### config.mk
export PLATFORM = sky130hd
export DESIGN_NAME = alu_arith_unit_flat
export DESIGN_NICKNAME = d
export VERILOG_FILES = /design/src/rtl/alu_arith_pkg.sv /design/src/rtl/alu_arith_if.sv /design/src/rtl/alu_div_seq.sv /design/src/rtl/alu_arith_unit.sv /design/src/flat_wrapper.sv
export SDC_FILE = /design/constraint.sdc
export NUM_CORES = 1
export LEC_CHECK = 0
export CORE_AREA = 2 2 192 194
export CTS_CLUSTER_SIZE = 8
export DETAILED_ROUTE_END_ITERATION = 16
export DIE_AREA = 0 0 194 196
export PLACE_DENSITY_LB_ADDON = 0.3
export REMOVE_ABC_BUFFERS = 1
export SLEW_MARGIN = 20
export SYNTH_ARGS = -nofsm -noshare
export SYNTH_HDL_FRONTEND = slang
export SYNTH_SLANG_ARGS = --single-unit
### constraint.sdc
create_clock -name clk -period 6.4 [get_ports clk]
set_clock_uncertainty 0.15 [all_clocks]
set_input_delay 1.28 -clock clk [delete_from_list [all_inputs] [get_ports clk]]
set_output_delay 1.28 -clock clk [all_outputs]
set_load 0.05 [all_outputs]
### src/rtl/alu_arith_pkg.sv
// Shared encodings, flag positions, divider timing and helpers for the ALU arithmetic slice.
package alu_arith_pkg;

    localparam int DATA_W     = 32;
    localparam int DIV_CYCLES = 33;

    typedef enum logic [1:0] {
        ADDU = 2'b00,
        SUBU = 2'b01,
        ADD  = 2'b10,
        SUB  = 2'b11
    } sign_e;

    typedef enum logic [2:0] {
        CMP_EQ  = 3'b000,
        CMP_NE  = 3'b001,
        CMP_LT  = 3'b010,
        CMP_LTU = 3'b011,
        CMP_GEZ = 3'b100,
        CMP_GTZ = 3'b101,
        CMP_LEZ = 3'b110,
        CMP_LTZ = 3'b111
    } cmp_e;

    localparam int FLAG_V = 0;
    localparam int FLAG_N = 1;
    localparam int FLAG_Z = 2;
    localparam int FLAG_C = 3;

    typedef struct packed {
        logic [DATA_W-1:0] hi;
        logic [DATA_W-1:0] lo;
    } div_res_t;

    function automatic logic [DATA_W-1:0] abs_val(input logic [DATA_W-1:0] v, input logic sgn);
        return (sgn && v[DATA_W-1]) ? (~v + DATA_W'(1)) : v;
    endfunction

endpackage

### src/rtl/alu_arith_if.sv
// Operand/result bundle between the ALU issue logic and the arithmetic slice.
interface alu_arith_if
    import alu_arith_pkg::*;
#(
    parameter int WIDTH = DATA_W
);
    logic [WIDTH-1:0] A;
    logic [WIDTH-1:0] B;
    logic [1:0]       sign;
    logic [2:0]       cmpsignal;
    logic             div_start;
    logic [WIDTH-1:0] Y;
    logic [3:0]       carryFlag;
    logic [WIDTH-1:0] cmpResult;
    logic [WIDTH-1:0] outHI;
    logic [WIDTH-1:0] outLO;
    logic             div_busy;
    logic             div_done;

    modport master (
        output A, B, sign, cmpsignal, div_start,
        input  Y, carryFlag, cmpResult, outHI, outLO, div_busy, div_done
    );

    modport slave (
        input  A, B, sign, cmpsignal, div_start,
        output Y, carryFlag, cmpResult, outHI, outLO, div_busy, div_done
    );
endinterface

### src/rtl/alu_div_seq.sv
// Purpose: restoring signed/unsigned divider producing quotient (lo) and remainder (hi).
// Latency: capture on the start edge, 32 iteration edges, result + done on the 33rd edge after start.
// Backpressure: start is ignored while busy; a new start is taken on the cycle done is high.
module alu_div_seq
    import alu_arith_pkg::*;
#(
    parameter int WIDTH = DATA_W
) (
    input  logic             clk,
    input  logic             reset,
    input  logic             start,
    input  logic [WIDTH-1:0] dividend,
    input  logic [WIDTH-1:0] divisor,
    input  logic             is_signed,
    output logic             busy,
    output logic             done,
    output div_res_t         res
);
    localparam int CNT_W = $clog2(DIV_CYCLES);
    localparam int ITER  = DIV_CYCLES - 1;

    typedef enum logic {S_IDLE, S_RUN} state_e;

    state_e           state_q, state_d;
    logic [CNT_W-1:0] cnt_q, cnt_d;
    logic [WIDTH-1:0] rem_q, rem_d;
    logic [WIDTH-1:0] quo_q, quo_d;
    logic [WIDTH-1:0] dvs_q, dvs_d;
    logic             a_neg_q, a_neg_d;
    logic             b_neg_q, b_neg_d;
    logic             dvz_q, dvz_d;
    logic             done_q, done_d;
    div_res_t         res_q, res_d;
    logic [WIDTH:0]   shifted;
    logic             fits;

    always_ff @(posedge clk) begin
        if (reset) begin
            state_q <= S_IDLE;
            cnt_q   <= '0;
            rem_q   <= '0;
            quo_q   <= '0;
            dvs_q   <= '0;
            a_neg_q <= 1'b0;
            b_neg_q <= 1'b0;
            dvz_q   <= 1'b0;
            done_q  <= 1'b0;
            res_q   <= '0;
        end else begin
            state_q <= state_d;
            cnt_q   <= cnt_d;
            rem_q   <= rem_d;
            quo_q   <= quo_d;
            dvs_q   <= dvs_d;
            a_neg_q <= a_neg_d;
            b_neg_q <= b_neg_d;
            dvz_q   <= dvz_d;
            done_q  <= done_d;
            res_q   <= res_d;
        end
    end

    always_comb begin
        state_d = state_q;
        cnt_d   = cnt_q;
        rem_d   = rem_q;
        quo_d   = quo_q;
        dvs_d   = dvs_q;
        a_neg_d = a_neg_q;
        b_neg_d = b_neg_q;
        dvz_d   = dvz_q;
        done_d  = 1'b0;
        res_d   = res_q;
        shifted = {rem_q, quo_q[WIDTH-1]};
        fits    = (shifted >= {1'b0, dvs_q});

        unique case (state_q)
            S_IDLE: begin
                if (start) begin
                    state_d = S_RUN;
                    cnt_d   = '0;
                    rem_d   = '0;
                    quo_d   = abs_val(dividend, is_signed);
                    dvs_d   = abs_val(divisor, is_signed);
                    a_neg_d = is_signed & dividend[WIDTH-1];
                    b_neg_d = is_signed & divisor[WIDTH-1];
                    dvz_d   = (divisor == '0);
                end
            end
            S_RUN: begin
                if (cnt_q == CNT_W'(ITER)) begin
                    // Divide-by-zero leaves |A| in the remainder, so only the quotient needs forcing.
                    res_d.lo = dvz_q ? '1 : ((a_neg_q ^ b_neg_q) ? (~quo_q + WIDTH'(1)) : quo_q);
                    res_d.hi = a_neg_q ? (~rem_q + WIDTH'(1)) : rem_q;
                    done_d   = 1'b1;
                    state_d  = S_IDLE;
                end else begin
                    rem_d = fits ? (shifted[WIDTH-1:0] - dvs_q) : shifted[WIDTH-1:0];
                    quo_d = {quo_q[WIDTH-2:0], fits};
                    cnt_d = cnt_q + CNT_W'(1);
                end
            end
            default: state_d = S_IDLE;
        endcase
    end

    assign busy = (state_q == S_RUN);
    assign done = done_q;
    assign res  = res_q;

endmodule

### src/rtl/alu_arith_unit.sv
// Purpose: registered add/sub with V/N/Z/C flags, comparator, and a sequential divider.
// Latency: add/sub and compare 1 cycle; divide 33 cycles from the accepted start.
// Backpressure: add/compare never stall; divider start is dropped while div_busy is high.
module alu_arith_unit
    import alu_arith_pkg::*;
#(
    parameter int WIDTH = DATA_W
) (
    input  logic       clk,
    input  logic       reset,
    alu_arith_if.slave bus
);
    logic             sub_op;
    logic             signed_op;
    logic [WIDTH-1:0] b_op;
    logic [WIDTH:0]   sum;
    logic [3:0]       flags_d;
    logic             cmp_hit;
    logic [WIDTH-1:0] y_q;
    logic [3:0]       flags_q;
    logic [WIDTH-1:0] cmp_q;
    div_res_t         div_res;

    always_comb begin
        sub_op    = 1'b0;
        signed_op = 1'b0;
        unique case (sign_e'(bus.sign))
            ADDU: ;
            SUBU: sub_op = 1'b1;
            ADD:  signed_op = 1'b1;
            SUB: begin
                sub_op    = 1'b1;
                signed_op = 1'b1;
            end
            default: ;
        endcase
    end

    // Subtraction as A + ~B + 1, so carry-out of 1 means no borrow.
    always_comb begin
        b_op            = sub_op ? ~bus.B : bus.B;
        sum             = {1'b0, bus.A} + {1'b0, b_op} + {{WIDTH{1'b0}}, sub_op};
        flags_d         = '0;
        flags_d[FLAG_C] = sum[WIDTH];
        flags_d[FLAG_Z] = (sum[WIDTH-1:0] == '0);
        flags_d[FLAG_N] = sum[WIDTH-1];
        flags_d[FLAG_V] = signed_op & (bus.A[WIDTH-1] == b_op[WIDTH-1])
                                    & (sum[WIDTH-1] != bus.A[WIDTH-1]);
    end

    always_comb begin
        cmp_hit = 1'b0;
        unique case (cmp_e'(bus.cmpsignal))
            CMP_EQ:  cmp_hit = (bus.A == bus.B);
            CMP_NE:  cmp_hit = (bus.A != bus.B);
            CMP_LT:  cmp_hit = ($signed(bus.A) < $signed(bus.B));
            CMP_LTU: cmp_hit = (bus.A < bus.B);
            CMP_GEZ: cmp_hit = ~bus.A[WIDTH-1];
            CMP_GTZ: cmp_hit = ~bus.A[WIDTH-1] & (bus.A != '0);
            CMP_LEZ: cmp_hit = bus.A[WIDTH-1] | (bus.A == '0);
            CMP_LTZ: cmp_hit = bus.A[WIDTH-1];
            default: cmp_hit = 1'b0;
        endcase
    end

    always_ff @(posedge clk) begin
        if (reset) begin
            y_q     <= '0;
            flags_q <= '0;
            cmp_q   <= '0;
        end else begin
            y_q     <= sum[WIDTH-1:0];
            flags_q <= flags_d;
            cmp_q   <= {{(WIDTH-1){1'b0}}, cmp_hit};
        end
    end

    alu_div_seq #(.WIDTH(WIDTH)) u_div (
        .clk       (clk),
        .reset     (reset),
        .start     (bus.div_start),
        .dividend  (bus.A),
        .divisor   (bus.B),
        .is_signed (bus.sign[1]),
        .busy      (bus.div_busy),
        .done      (bus.div_done),
        .res       (div_res)
    );

    assign bus.Y         = y_q;
    assign bus.carryFlag = flags_q;
    assign bus.cmpResult = cmp_q;
    assign bus.outHI     = div_res.hi;
    assign bus.outLO     = div_res.lo;

endmodule

### src/flat_wrapper.sv
// flat-port wrapper written by rule: the top's interface ports become plain ports
module alu_arith_unit_flat import alu_arith_pkg::*;
#(
    parameter int WIDTH = DATA_W
)
  (clk, reset, bus_A, bus_B, bus_sign, bus_cmpsignal, bus_div_start, bus_Y, bus_carryFlag, bus_cmpResult, bus_outHI, bus_outLO, bus_div_busy, bus_div_done);
  alu_arith_if #(.WIDTH(WIDTH)) bus_i ();
  input  logic clk;
  input  logic reset;
  input wire logic [$bits(bus_i.A)-1:0] bus_A;
  input wire logic [$bits(bus_i.B)-1:0] bus_B;
  input wire logic [$bits(bus_i.sign)-1:0] bus_sign;
  input wire logic [$bits(bus_i.cmpsignal)-1:0] bus_cmpsignal;
  input wire logic [$bits(bus_i.div_start)-1:0] bus_div_start;
  output wire logic [$bits(bus_i.Y)-1:0] bus_Y;
  output wire logic [$bits(bus_i.carryFlag)-1:0] bus_carryFlag;
  output wire logic [$bits(bus_i.cmpResult)-1:0] bus_cmpResult;
  output wire logic [$bits(bus_i.outHI)-1:0] bus_outHI;
  output wire logic [$bits(bus_i.outLO)-1:0] bus_outLO;
  output wire logic [$bits(bus_i.div_busy)-1:0] bus_div_busy;
  output wire logic [$bits(bus_i.div_done)-1:0] bus_div_done;
  assign bus_i.A = bus_A;
  assign bus_i.B = bus_B;
  assign bus_i.sign = bus_sign;
  assign bus_i.cmpsignal = bus_cmpsignal;
  assign bus_i.div_start = bus_div_start;
  assign bus_Y = bus_i.Y;
  assign bus_carryFlag = bus_i.carryFlag;
  assign bus_cmpResult = bus_i.cmpResult;
  assign bus_outHI = bus_i.outHI;
  assign bus_outLO = bus_i.outLO;
  assign bus_div_busy = bus_i.div_busy;
  assign bus_div_done = bus_i.div_done;
  alu_arith_unit #(.WIDTH(WIDTH)) u_core (.clk(clk), .reset(reset), .bus(bus_i));
endmodule
* Word-level counts from Yosys, hierarchy flattened
Cells that the tools add are included.
** Operators by class
- Add/subtract/negate cells :: 8
- Multiplexer cells :: 23
- Equal/unequal tests :: 17
- Order comparisons :: 3
- Bitwise gates (word level) :: 13
- Reduce and logical (&&, ||, !) cells :: 13
** Operators with widths (count)
- 2-to-1 mux 32 bit :: 11
- adder 32 x 1 -> 32 bit (second input constant) :: 4
- NOT 32 bit :: 4
- case mux 32 bit (2 select lines) :: 2
- logical NOT 32 bit :: 3
- < comparator 32 bit :: 2
- adder 32 x 32 -> 33 bit :: 1
- adder 33 x 1 -> 33 bit :: 1
- greater-or-equal comparator 33 x 32 -> 1 bit :: 1
- == test 32 bit :: 1
- != test 32 bit :: 1
- nonzero test 32 bit :: 1
- subtractor 32 bit :: 1
- == test 3 bit (second input constant) :: 4
- 2-to-1 mux 6 bit :: 2
- case mux 6 bit (2 select lines) :: 1
- case mux 1 bit (8 select lines) :: 1
- adder 6 x 1 -> 6 bit (second input constant) :: 1
- == test 3 x 2 -> 1 bit (second input constant) :: 2
- == test 6 bit (second input constant) :: 1
- AND reduction 2 bit :: 3
- OR reduction 2 bit :: 3
- bitwise AND 1 bit :: 5
- 2-to-1 mux 1 bit :: 5
- 12 further kinds :: 16
** Word-level totals
- Output and inout bits :: 134
- Flip-flop bits (word level) :: 239
- Word-level logic and storage cells :: 92
- Input port bits :: 72

* Longest topological paths before layout
- Word-level depth :: 8
- Depth in mapped cells :: 15
- Gate-level depth less buffers :: 14

* Cells and area by module
A second synthesis with hierarchy kept.
** Unflattened totals
- Cell total of the unflattened synthesis :: 1984
- Area, all modules :: 15310.9 um2
** By module, submodules not included
- alu_div_seq :: times used 1, cells each 1425, area each 10885.4 um2, seq. area each 3423.3 um2
- alu_arith_unit :: times used 1, cells each 559, area each 4425.5 um2, seq. area each 720.7 um2

* Worst setup path after synthesis
OpenSTA, ideal clock, no wires.
- Kind :: input port to flip-flop
- From :: in bus_sign[0]
- To :: reg u_core.flags_q[2], in the netlist u_core.bus.carryFlag[2]
- Library setup time :: 61 ps
- Setup slack :: 1753 ps
- Buffers on the path :: 3
- Data required time :: 6189 ps
- Cell stages on the path :: 14
- Arrival time :: 4436 ps
- Path through :: clkbuf_1 -> buf_1 -> xor2_1 -> ha_1 -> clkbuf_1 -> and4_1 -> nand4_1 -> nor4bb_1 -> or3_1 -> a211oi_1 -> o21ai_1 -> a21o_1 -> a2111oi_2 -> and4_1
** On the way
- Longest elaborated chain between the ends :: 7
- Elaborated cells on any way between the ends :: 8
- Those cells by class :: add/sub (2); eq/ne (2); mux (2); reduce/logical (2)
** RTL lines
- start, declared :: RTL line flat_wrapper.sv:12 : input wire logic [$bits(bus_i.sign)-1:0] bus_sign;
- == test 2 x 1 -> 1 bit / == test 2 bit (equally long branches) :: RTL line alu_arith_unit.sv:27 : unique case (sign_e'(bus.sign))
- OR reduction 2 bit (no line) *
- 2-to-1 mux 1 bit * :: RTL line alu_arith_unit.sv:27
- 2-to-1 mux 32 bit :: RTL line alu_arith_unit.sv:41 : b_op = sub_op ? ~bus.B : bus.B;
- adder 32 x 32 -> 33 bit :: RTL line alu_arith_unit.sv:42 : sum = {1'b0, bus.A} + {1'b0, b_op} + {{WIDTH{1'b0}}, sub_op};
- adder 33 x 1 -> 33 bit * :: RTL line alu_arith_unit.sv:42
- logical NOT 32 bit * :: RTL line alu_arith_unit.sv:45 : flags_d[FLAG_Z] = (sum[WIDTH-1:0] == '0);
- end signal, assigned :: RTL line alu_arith_unit.sv:73 : flags_q <= flags_d;
- end, declared :: RTL line alu_arith_unit.sv:20 : logic [3:0] flags_q;
Mark *: on every way between the ends. The rest lies on a longest branch, timed or not.
A chain may end at the register's enable or synchronous reset.

* Worst setup path after layout
Ends and elaborated chain as after synthesis.

==> out/metrics.cfg <==
[status]
status=finished clean

[cts]
cts_tree=built
path_clk_slew_ps=50
htree_levels=1
cts-root-buf=clkbuf_16
clock_sinks=207
holdBufCountCts=0
postCtsSetupBuffers=0
clk_latency_ps=560
post_cts_resized=0
cts_max_path_buffers=3
cts_made_buffers=30

[setup_path]
worstPathRequired_ps=6740
path_max_fanout=32
rr_worst_depth=11
crit_arrival_ps=5170
r2r_setup_slack_ps=2130
r2r-end=u_core.u_div.rem_q[10]$_SDFFE_PP0P_
start_kind=primary input
timing_worst_setup_path_type=primary input to flop
timing.rr.start=u_core.u_div.rem_q[0]$_SDFFE_PP0P_
end_kind=flop

[sta]
drv_slew=0
hold_viol_final=0
max_freq_ghz=0.2069
rsz0062_at_grt=no
finalSetupViolCount=0
setup_tns_ps=0
layout_min_cycle_time_ps=4833
finalCritPeriodShare=0.7552
slew_headroom=0.3180
worst_slew_pin_slew_ps=1023

[synth]
synthDominantCellAreaShare=0.2787
ys_top_cells_by_area=dfxtp_1 28%, ha_1 8.8%, xnor2_1 6.0%
synth-async-reset-ratio=0
yosysUniqueCellTypes=81
ys_ff_latch=207
ys.flop_type=dfxtp_1
ys_seq_area_frac=0.2787
synth_top_area_cell=dfxtp_1
avgSynthCellArea_um2=7.784
synth-edff-count=0
synth.yosys.warnings=0
synth_area_um2=14870
postSynthCellCount=1910

[global_routing]
grt_pass1_vias=13080
grt_max_degree=84
antenna_found_initial=5
groute.usage.overall=0.2255
gr-total-overflow=0
grt_first_pass_wirelength_um=70210

[power]
pwr-share-comb=0.541
power.density_nw_per_um2=383.0
p_seq_frac=0.247
p_sw_frac=0.4300
p_clk_frac=0.213
total_power_w=0.006762
ir_worst_vdd_mv=0.3518
p_leak_nw=7.088
p_sw_w=0.002908
intPower_w=0.003854

[routing]
routed_via_density=5.502
dr.pass1.iters=5
drt-total-wl_um=44270
drtIter0Drc=843
post_drt_wl_per_cell_um=17.62
num_vias=13830
postRouteAntennaNets=0
drc=0

[worst_hold_path]
whs_path_depth=2
holdPathEnd=u_core.u_div.res[40]$_SDFFE_PP0P_
holdCritStartpoint=u_core.u_div.res[40]$_SDFFE_PP0P_
hold_path.class=flop to flop

[place]
hpwl_um=34260
io_buffers=174
finalWeightedCongestion=0.8863
placed_area_um2=16830

[floorplanning]
chipHeight_um=196
rows=70
core_um2=36080
start_util=0.4120
design.die.area_um2=38020
fp.dieW_um=194
ios=206

[final_layout]
post-route-util=0.4893
area_growth_pct=18.75
drive_gt1_frac=0.03824
design_area_um2=17650
finalNetCount=2217
mostFrequentLayoutCell=dfxtp_1
layout_common_cells=207 x dfxtp_1, 202 x nand2_1, 186 x nor2_1

[job]
drv_cap=0

## worst max path at each step
stage / startpoint / endpoint / slack (ps) / cells past startpoint
after floorplan: bus_div_start / u_core.u_div.quo_q[29]$_SDFFE_PP0P_ / 1000 / 5
after global placement: bus_sign[0] / u_core.bus.carryFlag[2]$_SDFF_PP0_ / 1000 / 13
after detailed placement: bus_sign[0] / u_core.bus.carryFlag[2]$_SDFF_PP0_ / 1020 / 13
after CTS: bus_sign[0] / u_core.bus.carryFlag[2]$_SDFF_PP0_ / 1560 / 13
after global routing: bus_sign[0] / u_core.bus.carryFlag[2]$_SDFF_PP0_ / 1140 / 13
final: bus_sign[0] / u_core.bus.carryFlag[2]$_SDFF_PP0_ / 1570 / 13
## state kept, by name, summed over array words and instances (netlist names)
register              count
u_core.bus.carryFlag      4
u_core.u_div.b_neg_q      1
u_core.u_div.a_neg_q      1
u_core.u_div.res         64
u_core.u_div.done         1
u_core.u_div.dvz_q        1
u_core.bus.Y             31
u_core.bus.cmpResult      1
u_core.u_div.cnt_q        6
u_core.u_div.rem_q       32
u_core.u_div.quo_q       32
u_core.u_div.dvs_q       32
u_core.u_div.busy         1
## critical path: stages
cell and delay, ps:
buf_2 700, xor2_1 170, ha_1 410, a2111oi_1 590
o21ai_0 240, or4_1 450, nand4b_1 140, nand3_1 80
nor3_1 200, and4_1 270, nand4_1 120, a2111oi_2 280
and4_1 240
## cell families after synthesis
kind of cell,Yosys count,synth area share
AND/OR/NAND/NOR,597,0.1878
AO/OA/AOI/OAI,549,0.2369
XOR/XNOR,203,0.1196
flip-flops,207,0.2787
adder cells (fa/ha/maj),106,0.09022
multiplexers,33,0.02239
other,1,0.0002522
buffers and inverters,214,0.06405
## metrics by stage
step / std cells / worst slack [ps] / hold WS (ps)
floorplan: 1819 / 997.9 / 275.8
global placement: 2475 / 1005 / 288.5
detailed placement: 2475 / 1024 / 295.2
CTS: 2508 / 1560 / 300.4
global route: 2513 / 1139 / 319.8
finish: 2513 / 1567 / 295.4
## area by class of cell
| class | instances | area (µm²) |
|---|---|---|
| Multi-Input combinational cell | 1519 | 9911 |
| Sequential cell | 207 | 4144 |
| Fill cell | 3557 | 18430 |
| Inverter | 93 | 349.1 |
| Clock buffer | 31 | 775.7 |
| Tap cell | 468 | 585.6 |
| Timing Repair Buffer | 188 | 1839 |
| Clock inverter | 2 | 37.54 |
| Antenna cell | 5 | 12.51 |
## metal layers
| layer | vias up | wire length [µm] | global-route usage |
|---|---|---|---|
| li1 | 6986 | - | - |
| met4 | 0 | 1455 | 0.08642 |
| met5 | - | 0 | 0 |
| met3 | 84 | 2189 | 0.02751 |
| met2 | 382 | 19850 | 0.3673 |
| met1 | 6374 | 20770 | 0.3052 |
## synth_stat cells (9+ instances only)
cell      number
a21oi_1      144
nand2b_1      14
inv_1         92
mux2i_1       31
nor4_1        13
xnor2_1      102
clkbuf_1      76
a211oi_1      85
nor3_1        32
dfxtp_1      207
and4_1        10
o21ai_0      111
a21o_1        42
or3_1         16
nor2_1       190
and3_1        14
nand3_1       21
nand2_1      202
nor2b_1       19
buf_4         32
xor2_1       101
o41ai_1       15
o21ai_1       29
a31oi_1       18
o211ai_1      12
a311oi_1       9
ha_1         104
o31ai_1       18
nand4_1       27
## power groups by stage
stage	logic [W]	clock network, W	registers, W
after global placement	0.00361	0	0.00168
final	0.00366	0.00144	0.00167
after floorplan	0.00266	0	0.00178
after detailed placement	0.00363	0	0.00169
after global routing	0.00401	0.00152	0.00170
after CTS	0.00365	0.00148	0.00167
(Power assumes the default switching activity.)
